**src/rtl/proc_pkg.sv**
```systemverilog
// Shared definitions for the image-filter processor pipeline: data widths,
// default parameter values, the memory-access FSM state type and small
// address/data helpers.
package proc_pkg;

   localparam int unsigned DATA_W                 = 32;
   localparam int unsigned PIX_W                  = 8;
   localparam int unsigned RG_W_DEFAULT           = 4;
   localparam int unsigned TIMEOUT_CYCLES_DEFAULT = 255;
   localparam int unsigned TMO_CNT_W              = 16;

   typedef enum logic [0:0] {
      ST_IDLE = 1'b0,
      ST_BUSY = 1'b1
   } mas_state_e;

   // Word accesses ignore the two byte-offset bits of the address.
   function automatic logic [DATA_W-1:0] word_align(input logic [DATA_W-1:0] addr);
      return {addr[DATA_W-1:2], 2'b00};
   endfunction

   // A pixel store places its byte on every lane so memory can pick any lane.
   function automatic logic [DATA_W-1:0] byte_splat(input logic [PIX_W-1:0] pix);
      return {4{pix}};
   endfunction

endpackage

```
**src/rtl/byte_lane_sel.sv**
```systemverilog
// Combinational extraction of one 8-bit lane from a 32-bit word.
// Lane 0 is bits 7:0, lane 3 is bits 31:24.
module byte_lane_sel
   import proc_pkg::*;
(
   input  logic [DATA_W-1:0] word_i,
   input  logic [1:0]        lane_i,
   output logic [PIX_W-1:0]  byte_o
);

   // Select the addressed byte lane.
   always_comb begin
      byte_o = word_i[7:0];
      case (lane_i)
         2'd0:    byte_o = word_i[7:0];
         2'd1:    byte_o = word_i[15:8];
         2'd2:    byte_o = word_i[23:16];
         2'd3:    byte_o = word_i[31:24];
         default: byte_o = word_i[7:0];
      endcase
   end

endmodule

```
**src/rtl/mem_access_stage.sv**
```systemverilog
// Memory-access pipeline stage. Accepts execute results, performs word or
// pixel-byte data-memory accesses over a req/ack handshake while stalling
// execute, and registers the results into the write-back stage inputs.
// Optional build macro MEM_TIMEOUT_EN: abort an access that waits
// TIMEOUT_CYCLES BUSY cycles without ack and pulse mem_err.
module mem_access_stage
   import proc_pkg::*;
#(
   parameter int unsigned TIMEOUT_CYCLES = TIMEOUT_CYCLES_DEFAULT,
   parameter int unsigned RG_W           = RG_W_DEFAULT
) (
   input  logic              clk,
   input  logic              rst_n,
   input  logic              ex_valid,
   output logic              ex_ready,
   input  logic [DATA_W-1:0] ex_alu_result,
   input  logic [DATA_W-1:0] ex_store_data,
   input  logic [RG_W-1:0]   ex_rg,
   input  logic              ex_mem_rd,
   input  logic              ex_mem_wr,
   input  logic              ex_byte,
   input  logic              ex_reg_we,
   input  logic              flush,
   output logic              dmem_req,
   output logic              dmem_we,
   output logic              dmem_byte,
   output logic [DATA_W-1:0] dmem_addr,
   output logic [DATA_W-1:0] dmem_wdata,
   input  logic              dmem_ack,
   input  logic [DATA_W-1:0] dmem_rdata,
   output logic              wb_valid,
   output logic [DATA_W-1:0] wb_do,
   output logic [DATA_W-1:0] wb_alu_result,
   output logic [PIX_W-1:0]  wb_dob,
   output logic [RG_W-1:0]   wb_rg,
   output logic              wb_sel_dat,
   output logic              wb_reg_we,
   output logic              mem_err
);

   mas_state_e        state_q, state_d;
   logic              req_q, req_d;
   logic              we_q, we_d;
   logic              byte_q, byte_d;
   logic [DATA_W-1:0] addr_q, addr_d;
   logic [DATA_W-1:0] wdata_q, wdata_d;
   logic [DATA_W-1:0] op_alu_q, op_alu_d;
   logic [RG_W-1:0]   op_rg_q, op_rg_d;
   logic              op_reg_we_q, op_reg_we_d;
   logic              kill_q, kill_d;

   logic              wb_valid_q, wb_valid_d;
   logic [DATA_W-1:0] wb_do_q, wb_do_d;
   logic [DATA_W-1:0] wb_alu_q, wb_alu_d;
   logic [PIX_W-1:0]  wb_dob_q, wb_dob_d;
   logic [RG_W-1:0]   wb_rg_q, wb_rg_d;
   logic              wb_sel_q, wb_sel_d;
   logic              wb_reg_we_q, wb_reg_we_d;

   logic              accept_s;
   logic              is_mem_s;
   logic              timeout_s;
   logic [1:0]        lane_s;
   logic [PIX_W-1:0]  lane_byte_s;

   assign ex_ready = (state_q == ST_IDLE);
   assign accept_s = ex_valid && ex_ready && !flush;
   assign is_mem_s = ex_mem_rd || ex_mem_wr;

   // Word loads return the low byte as the pixel; byte loads use the address lane.
   assign lane_s = byte_q ? op_alu_q[1:0] : 2'b00;

   byte_lane_sel u_lane_sel (
      .word_i (dmem_rdata),
      .lane_i (lane_s),
      .byte_o (lane_byte_s)
   );

`ifdef MEM_TIMEOUT_EN
   logic [TMO_CNT_W-1:0] tmo_cnt_q, tmo_cnt_d;
   logic                 mem_err_q, mem_err_d;

   // Count BUSY cycles without ack; held at zero outside BUSY so each access starts fresh.
   always_comb begin
      tmo_cnt_d = tmo_cnt_q;
      if (state_q == ST_IDLE) begin
         tmo_cnt_d = {TMO_CNT_W{1'b0}};
      end else if (!dmem_ack) begin
         tmo_cnt_d = tmo_cnt_q + TMO_CNT_W'(1);
      end else begin
         tmo_cnt_d = tmo_cnt_q;
      end
      timeout_s = (state_q == ST_BUSY) && !dmem_ack &&
                  (tmo_cnt_q == TMO_CNT_W'(TIMEOUT_CYCLES - 1));
      mem_err_d = timeout_s;
   end

   // Timeout counter and error pulse registers.
   always_ff @(posedge clk or negedge rst_n) begin
      if (!rst_n) begin
         tmo_cnt_q <= {TMO_CNT_W{1'b0}};
         mem_err_q <= 1'b0;
      end else begin
         tmo_cnt_q <= tmo_cnt_d;
         mem_err_q <= mem_err_d;
      end
   end

   assign mem_err = mem_err_q;
`else
   assign timeout_s = 1'b0;
   assign mem_err   = 1'b0;
`endif

   // Next-state and next-output computation for the IDLE/BUSY access FSM.
   always_comb begin
      state_d     = state_q;
      req_d       = req_q;
      we_d        = we_q;
      byte_d      = byte_q;
      addr_d      = addr_q;
      wdata_d     = wdata_q;
      op_alu_d    = op_alu_q;
      op_rg_d     = op_rg_q;
      op_reg_we_d = op_reg_we_q;
      kill_d      = kill_q;
      wb_valid_d  = 1'b0;
      wb_do_d     = wb_do_q;
      wb_alu_d    = wb_alu_q;
      wb_dob_d    = wb_dob_q;
      wb_rg_d     = wb_rg_q;
      wb_sel_d    = wb_sel_q;
      wb_reg_we_d = wb_reg_we_q;

      case (state_q)
         ST_IDLE: begin
            if (accept_s && is_mem_s) begin
               state_d     = ST_BUSY;
               req_d       = 1'b1;
               we_d        = ex_mem_wr;
               byte_d      = ex_byte;
               addr_d      = ex_byte ? ex_alu_result : word_align(ex_alu_result);
               wdata_d     = ex_byte ? byte_splat(ex_store_data[PIX_W-1:0]) : ex_store_data;
               op_alu_d    = ex_alu_result;
               op_rg_d     = ex_rg;
               op_reg_we_d = ex_reg_we;
               kill_d      = 1'b0;
            end else if (accept_s) begin
               wb_valid_d  = 1'b1;
               wb_alu_d    = ex_alu_result;
               wb_sel_d    = 1'b0;
               wb_do_d     = {DATA_W{1'b0}};
               wb_dob_d    = {PIX_W{1'b0}};
               wb_rg_d     = ex_rg;
               wb_reg_we_d = ex_reg_we;
            end else begin
               state_d = ST_IDLE;
            end
         end
         ST_BUSY: begin
            if (dmem_ack) begin
               state_d    = ST_IDLE;
               req_d      = 1'b0;
               wb_valid_d = 1'b1;
               wb_alu_d   = op_alu_q;
               wb_rg_d    = op_rg_q;
               if (we_q) begin
                  wb_sel_d    = 1'b0;
                  wb_reg_we_d = 1'b0;
                  wb_do_d     = {DATA_W{1'b0}};
                  wb_dob_d    = wdata_q[PIX_W-1:0];
               end else begin
                  wb_sel_d    = 1'b1;
                  wb_reg_we_d = op_reg_we_q && !kill_q && !flush;
                  wb_do_d     = byte_q ? {{(DATA_W-PIX_W){1'b0}}, lane_byte_s} : dmem_rdata;
                  wb_dob_d    = lane_byte_s;
               end
            end else if (timeout_s) begin
               state_d     = ST_IDLE;
               req_d       = 1'b0;
               wb_valid_d  = 1'b1;
               wb_alu_d    = op_alu_q;
               wb_rg_d     = op_rg_q;
               wb_sel_d    = 1'b0;
               wb_reg_we_d = 1'b0;
               wb_do_d     = {DATA_W{1'b0}};
               wb_dob_d    = {PIX_W{1'b0}};
            end else begin
               kill_d = kill_q || flush;
            end
         end
         default: begin
            state_d = ST_IDLE;
            req_d   = 1'b0;
         end
      endcase
   end

   // State, bus-side and write-back registers; async reset aborts any access.
   always_ff @(posedge clk or negedge rst_n) begin
      if (!rst_n) begin
         state_q     <= ST_IDLE;
         req_q       <= 1'b0;
         we_q        <= 1'b0;
         byte_q      <= 1'b0;
         addr_q      <= {DATA_W{1'b0}};
         wdata_q     <= {DATA_W{1'b0}};
         op_alu_q    <= {DATA_W{1'b0}};
         op_rg_q     <= {RG_W{1'b0}};
         op_reg_we_q <= 1'b0;
         kill_q      <= 1'b0;
         wb_valid_q  <= 1'b0;
         wb_do_q     <= {DATA_W{1'b0}};
         wb_alu_q    <= {DATA_W{1'b0}};
         wb_dob_q    <= {PIX_W{1'b0}};
         wb_rg_q     <= {RG_W{1'b0}};
         wb_sel_q    <= 1'b0;
         wb_reg_we_q <= 1'b0;
      end else begin
         state_q     <= state_d;
         req_q       <= req_d;
         we_q        <= we_d;
         byte_q      <= byte_d;
         addr_q      <= addr_d;
         wdata_q     <= wdata_d;
         op_alu_q    <= op_alu_d;
         op_rg_q     <= op_rg_d;
         op_reg_we_q <= op_reg_we_d;
         kill_q      <= kill_d;
         wb_valid_q  <= wb_valid_d;
         wb_do_q     <= wb_do_d;
         wb_alu_q    <= wb_alu_d;
         wb_dob_q    <= wb_dob_d;
         wb_rg_q     <= wb_rg_d;
         wb_sel_q    <= wb_sel_d;
         wb_reg_we_q <= wb_reg_we_d;
      end
   end

   assign dmem_req      = req_q;
   assign dmem_we       = we_q;
   assign dmem_byte     = byte_q;
   assign dmem_addr     = addr_q;
   assign dmem_wdata    = wdata_q;
   assign wb_valid      = wb_valid_q;
   assign wb_do         = wb_do_q;
   assign wb_alu_result = wb_alu_q;
   assign wb_dob        = wb_dob_q;
   assign wb_rg         = wb_rg_q;
   assign wb_sel_dat    = wb_sel_q;
   assign wb_reg_we     = wb_reg_we_q;

endmodule

```
**config.mk**
```make
export PLATFORM = sky130hd
export DESIGN_NAME = mem_access_stage
export DESIGN_NICKNAME = d
export VERILOG_FILES = /design/src/rtl/proc_pkg.sv /design/src/rtl/byte_lane_sel.sv /design/src/rtl/mem_access_stage.sv
export SDC_FILE = /design/constraint.sdc
export NUM_CORES = 1
export LEC_CHECK = 0
export CAP_MARGIN = 20
export CORE_MARGIN = 4
export CORE_UTILIZATION = 48
export DETAILED_ROUTE_END_ITERATION = 7
export MAX_ROUTING_LAYER = met4
export PLACE_DENSITY = 0.86
export SKIP_LAST_GASP = 1
export SLEW_MARGIN = 20
export SYNTH_ARGS = -nofsm -noshare
export SYNTH_HDL_FRONTEND = slang
export SYNTH_SLANG_ARGS = --single-unit
```
**constraint.sdc**
```tcl
create_clock -name clk -period 3.8 [get_ports clk]
set_clock_uncertainty 0.05 [all_clocks]
set_input_delay 0.57 -clock clk [delete_from_list [all_inputs] [get_ports clk]]
set_output_delay 0.57 -clock clk [all_outputs]
set_load 0.005 [all_outputs]
```
==> impl_metrics.yaml, run 1 <==
floorplanning:
  die_h_um: 128
  initial_core_util_pct: 49.3
  fp.coreArea_um2: 13900
  ios: 257
  placementRows: 43
  die_w_um: 128
  die-area_um2: 16300
layout:
  areaGrowthSynthToFinish_pct: 44.9
  final_nets: 1006
  fillers: 1007
  drive_gt1_share_pct: 5.49
  multi_input_area_um2: 2520
  regArea_um2: 3880
  diodes: 0
  final_design_area_no_fill_um2: 9960
logic_synthesis:
  synth_fa_ha_area_share_pct: 0
  avgSynthCellArea_um2: 9.99
  synth_top_family_by_area: "simple AND/OR/NAND/NOR gates"
  synth_nets: 797
  synth_area_um2: 6880
  synth_ff_type: "dfrtp_1"
  yosysSeqAreaShare_pct: 56.4
  synthDistinctLibCells: 31
  ys_warn_count: 0
  ys_top_cells_by_count: "210 x nand2_1, 155 x dfrtp_1, 83 x o21ai_0, 67 x mux2i_1, 33 x buf_4"
  synthXorXnorAreaFrac_pct: 0
  synth_most_common_cell: "nand2_1"
  synth_edf_count: 0
  async_reset_ff_share_pct: 100
  synth-simple-area-share_pct: 13.3
  muxShareOfSynthArea_pct: 9.92
  synth_compound_area_share_pct: 13.1
  syn_inst: 688
  synth_area_leader_cell: "dfrtp_1"
  ys_top_cells_by_area: "dfrtp_1 56%, nand2_1 11%, mux2i_1 9.8%"
  synth_top_area_share_pct: 56.4
  synth_seq_cells: 155
power:
  p_sw_share_pct: 27.8
  powerDensity_nw_per_um2: 579
  power_frac_clock_pct: 30.8
  switchingPower_mw: 1.60
  combinationalPowerShare_pct: 28.6
  leakage_nw: 4.57
  ir_drop_mv: 0.319
  internal_power_mw: 4.17
  seqPwrFrac_pct: 40.7
clock_network:
  cts_tree: "done"
  root_buffer: "clkbuf_16"
  clock_path_buffers: 2
  cts_resized: 0
  cts_made_buffers: 17
  post-cts-setup-buffer-count: 0
  insertion_delay_ps: 420
  cts.sinks: 155
  cts_hold_buffers: 0
  htreeDepth: 4
  clk_pin_slew_worst_paths_ps: 60
worst_setup_path:
  cp_max_fo: 30
  r2r_start: "state_q"
  end_kind: "output pin"
  worstPathArrival_ps: 2180
  path_class: "reg -> out"
  worstPathRequired_ps: 3180
  worstSetupStartpoint: "state_q"
  start_kind: "register"
route:
  first_pass_iters: 5
  ant_nets: 0
  drc_errors: 0
  wl_per_cell_um: 18.4
  first_iter_violations: 385
  vias: 5737
  wl_um: 20100
  vias_per_cell: 5.26
placement:
  place_congestion: 0.836
  place_hpwl_um: 14300
  io_buffers: 255
  placed_area_um2: 9340
grt:
  grt_pass1_vias: 5858
  grt_pass1_wl_um: 31300
  antenna_found_initial: 0
  grt_overflow: 0
  grt_max_degree: 98
  grt_usage_pct: 25.5
worst_hold_path:
  min_path_type: "in -> async"
timing:
  final.setup.tns_ps: 0
  hold_slack_ps: 192
  slew_headroom_pct: 39.4
  max_freq_mhz: 357
  hold_viol_final: 0
  maxSlewViolCount: 0
  min_period_over_period_pct: 73.8
  rsz0062_at_grt: "no"
  tightest_slew_ps: 909
  setup-violations-final: 0
  fin_crit_ps: 2800
flow_run:
  max_cap_viol_count: 0
outcome:
  status: "complete, no violations"
-- layout by cell type (no fill, tap or decap), types with 2 or more instances in the layout --
cell and instances:
nor2_1 5, nand2b_1 2, clkbuf_16 17, nand2_1 210, clkbuf_1 2, a22o_1 27, bufinv_16 4, o21ai_0 83
buf_4 8, clkinvlp_4 3, mux2i_1 67, o22ai_1 5, a21oi_1 6, buf_12 3, clkdlybuf4s50_1 254, nand3_1 9
dfrtp_1 154, a22oi_1 14, o221ai_1 2, a31oi_1 2, clkinv_2 4, inv_1 11
-- critical path, cell delays in order (launching register included) --
cell	delay [ps]
dfrtp_2	570
buf_4	530
inv_1	160
clkdlybuf4s50_1	510
-- power groups by stage --
stage                     registers [mW]  logic [mW]  clock network [mW]
after floorplan                     2.31       0.646                   0
after global placement              2.36        1.61                   0
after detailed placement            2.37        1.65                   0
after CTS                           2.35        1.67                1.81
after global routing                2.40        1.79                1.88
final                               2.35        1.65                1.77
-- layout make-up --
class / instances / share of cell area, %
clock inverters: 12 / 1.72
well taps: 180 / 2.26
flip-flops and latches: 155 / 39.0
multi-input cells: 446 / 25.3
inverters: 11 / 0.415
clock buffers: 20 / 4.48
repair buffers: 266 / 26.8
-- routing by layer --
metal	track usage, %	wire (um)
met1	31.3	8120
met2	40.8	9970
met3	6.92	1430
met4	9.55	538
met5	-	0
-- flip-flops by register name, summed over array words and instances (netlist names), 2 cells and up --
name           cells
dmem_addr         32
dmem_wdata        32
wb_alu_result     32
wb_do             32
wb_dob             8
op_rg_q            4
wb_rg              4
op_alu_q           2
-- kinds of logic (layout without fill, tap and decap cells) --
family,count (synthesis),after routing
AOI/OAI and AO/OA,145,145
buffers and inverters,87,309
DFF,155,155
muxes,68,68
other,1,1
and+or+nand+nor,232,232
-- path summary, 6_finish.rpt --
check | slack, ps | cells past startpoint | endpoint
min in group clk | 420 | 2 | dmem_addr[0]
max in group asynchronous | 2690 | 2 | dmem_addr[4]
hold / removal | 190 | 1 | dmem_wdata[9]
setup / recovery | 1000 | 3 | ex_ready
setup reg to reg | 1660 | 5 | wb_do[6]
hold reg to reg | 420 | 2 | dmem_addr[0]
-- through the flow --
step | utilization (%) | power [mW] | setup WS [ps] | std cells
2_1_floorplan | - | 2.96 | 2180 | 688
3_3_place_gp | 67.0 | 3.97 | 1240 | 1058
3_5_place_dp | 67.0 | 4.02 | 1190 | 1058
4_1_cts | 71.5 | 5.82 | 944 | 1090
5_1_grt | 71.5 | 6.07 | 893 | 1090
6_report | 71.5 | 5.77 | 995 | 1090
(Power assumes the default switching activity.)
==> run 2, diff against run 1 <==
--- a/config.mk
+++ b/config.mk
@@ -7,10 +7,10 @@
 export LEC_CHECK = 0
 export CAP_MARGIN = 20
 export CORE_MARGIN = 4
-export CORE_UTILIZATION = 48
+export CORE_UTILIZATION = 45
 export DETAILED_ROUTE_END_ITERATION = 7
 export MAX_ROUTING_LAYER = met4
-export PLACE_DENSITY = 0.86
+export PLACE_DENSITY = 0.81
 export SKIP_LAST_GASP = 1
 export SLEW_MARGIN = 20
 export SYNTH_ARGS = -nofsm -noshare
==> constraint.sdc (replaced) <==
create_clock -name clk -period 2.9 [get_ports clk]
set_clock_uncertainty 0.05 [all_clocks]
set_input_delay 0.435 -clock clk [delete_from_list [all_inputs] [get_ports clk]]
set_output_delay 0.435 -clock clk [all_outputs]
set_load 0.005 [all_outputs]
==> run 2 against run 1 <==
Net effect:
- first-iteration DRC count decreased by 17%
- setup slack worse by 200 ps
- clock power increased by 25%
- critical path type unchanged
==> impl_metrics.yaml, run 2 (synthesis gave the netlist of run 1 again) <==
route:
  drc_errors: 0
  wl_um: 19400
  first_pass_iters: 4
  wl_per_cell_um: 17.7
  vias: 5696
  vias_per_cell: 5.18
  ant_nets: 0
  first_iter_violations: 320
timing:
  tightest_slew_ps: 784
  max_freq_mhz: 474
  maxSlewViolCount: 0
  hold_slack_ps: 420
  fin_crit_ps: 2110
  setup-violations-final: 0
  min_period_over_period_pct: 72.7
  final.setup.tns_ps: 0
  hold_viol_final: 0
  fin_ws_ps: 792
  slew_headroom_pct: 47.8
  rsz0062_at_grt: "no"
floorplanning:
  fp.coreArea_um2: 14800
  die_w_um: 132
  initial_core_util_pct: 46.6
  ios: 257
  placementRows: 44
  die_h_um: 132
  die-area_um2: 17300
outcome:
  status: "complete, no violations"
worst_setup_path:
  worstPathArrival_ps: 1620
  worstPathRequired_ps: 2410
  start_kind: "register"
  cp_max_fo: 14
  path_class: "reg -> out"
  end_kind: "output pin"
power:
  ir_drop_mv: 0.378
  p_total_mw: 7.44
  powerDensity_nw_per_um2: 744
  leakage_nw: 4.59
clock_network:
  root_buffer: "clkbuf_16"
  cts.sinks: 155
  clk_pin_slew_worst_paths_ps: 60
  htreeDepth: 4
  insertion_delay_ps: 410
  post-cts-setup-buffer-count: 0
  clock_path_buffers: 2
  cts_made_buffers: 17
  cts_tree: "done"
grt:
  antenna_found_initial: 0
  grt_usage_pct: 23.3
  grt_overflow: 0
  grt_pass1_wl_um: 31500
  grt_max_degree: 99
  grt_pass1_vias: 5943
layout:
  areaGrowthSynthToFinish_pct: 45.4
  diodes: 0
  layout_commonest_cell: "clkdlybuf4s50_1"
  most-common-layout-cells: "254 x clkdlybuf4s50_1, 210 x nand2_1, 154 x dfrtp_1, 83 x o21ai_0, 67 x mux2i_1"
  final_nets: 1012
  fin_util_pct: 67.8
  finalNonFillerCells: 1099
  drive_gt1_share_pct: 5.79
  fillers: 1155
  final_design_area_no_fill_um2: 10000
placement:
  pre_cts_slack_ps: 624
  place_hpwl_um: 14100
  io_buffers: 255
  dp.cells: 1067
  place_congestion: 0.837
  placed_area_um2: 9400
worst_hold_path:
  min_path_type: "reg -> reg"
flow_run:
  max_cap_viol_count: 0
[run 2: changes by cell type in the layout (fill, tap and decap cells not counted), sizes merged]
cell / before / now
clkinv: 5 / 2
dlygate4sd3: 0 / 1
bufinv: 4 / 2
buf: 12 / 17
clkbuf: 20 / 25
clkinvlp: 3 / 2
[run 2: layout make-up]
class | count | area [um2] | area share (%)
Clock buffer | 25 | 505 | 5.06
Clock inverter | 6 | 85.1 | 0.851
Inverter | 11 | 41.3 | 0.413
Multi-Input combinational cell | 446 | 2520 | 25.2
Sequential cell | 155 | 3880 | 38.8
Tap cell | 184 | 230 | 2.30
Timing Repair Buffer | 272 | 2730 | 27.3
[run 2: worst paths after layout]
check | start | endpoint | slack (ps) | cells past startpoint
min in group asynchronous | rst_n | dmem_wdata[14] | 550 | 2
min reg2reg | dmem_addr[0] | dmem_addr[0] | 420 | 2
max in group asynchronous | rst_n | dmem_byte | 1450 | 3
min | dmem_addr[0] | dmem_addr[0] | 420 | 2
max | state_q | ex_ready | 790 | 2
max reg2reg | state_q | wb_do[4] | 970 | 5
[run 2: routing by layer]
layer	part of all wire [%]	global-route usage, %
met2	50	38.7
met4	1.9	7.35
met1	42	28.4
met3	6.2	5.54
met5	0	-
[run 2: report_power, final]
| part | leakage (nW) | total, mW | switching [mW] | internal, mW |
|---|---|---|---|---|
| combinational | 2.34 | 2.17 | 0.841 | 1.33 |
| sequential | 1.96 | 3.06 | 0.376 | 2.69 |
| clock | 0.285 | 2.21 | 0.833 | 1.38 |
| total | 4.59 | 7.44 | 2.05 | 5.39 |
[run 2: what timing repair did]
action / CTS / global route
hold endpoints to repair: 19 / 0
gates resized for setup: 0 / 0
hold buffers: 1 / 0
[run 2: critical path: stages (launching register included)]
cell and delay, ps:
dfrtp_2 540, inv_1 150, clkdlybuf4s50_1 510
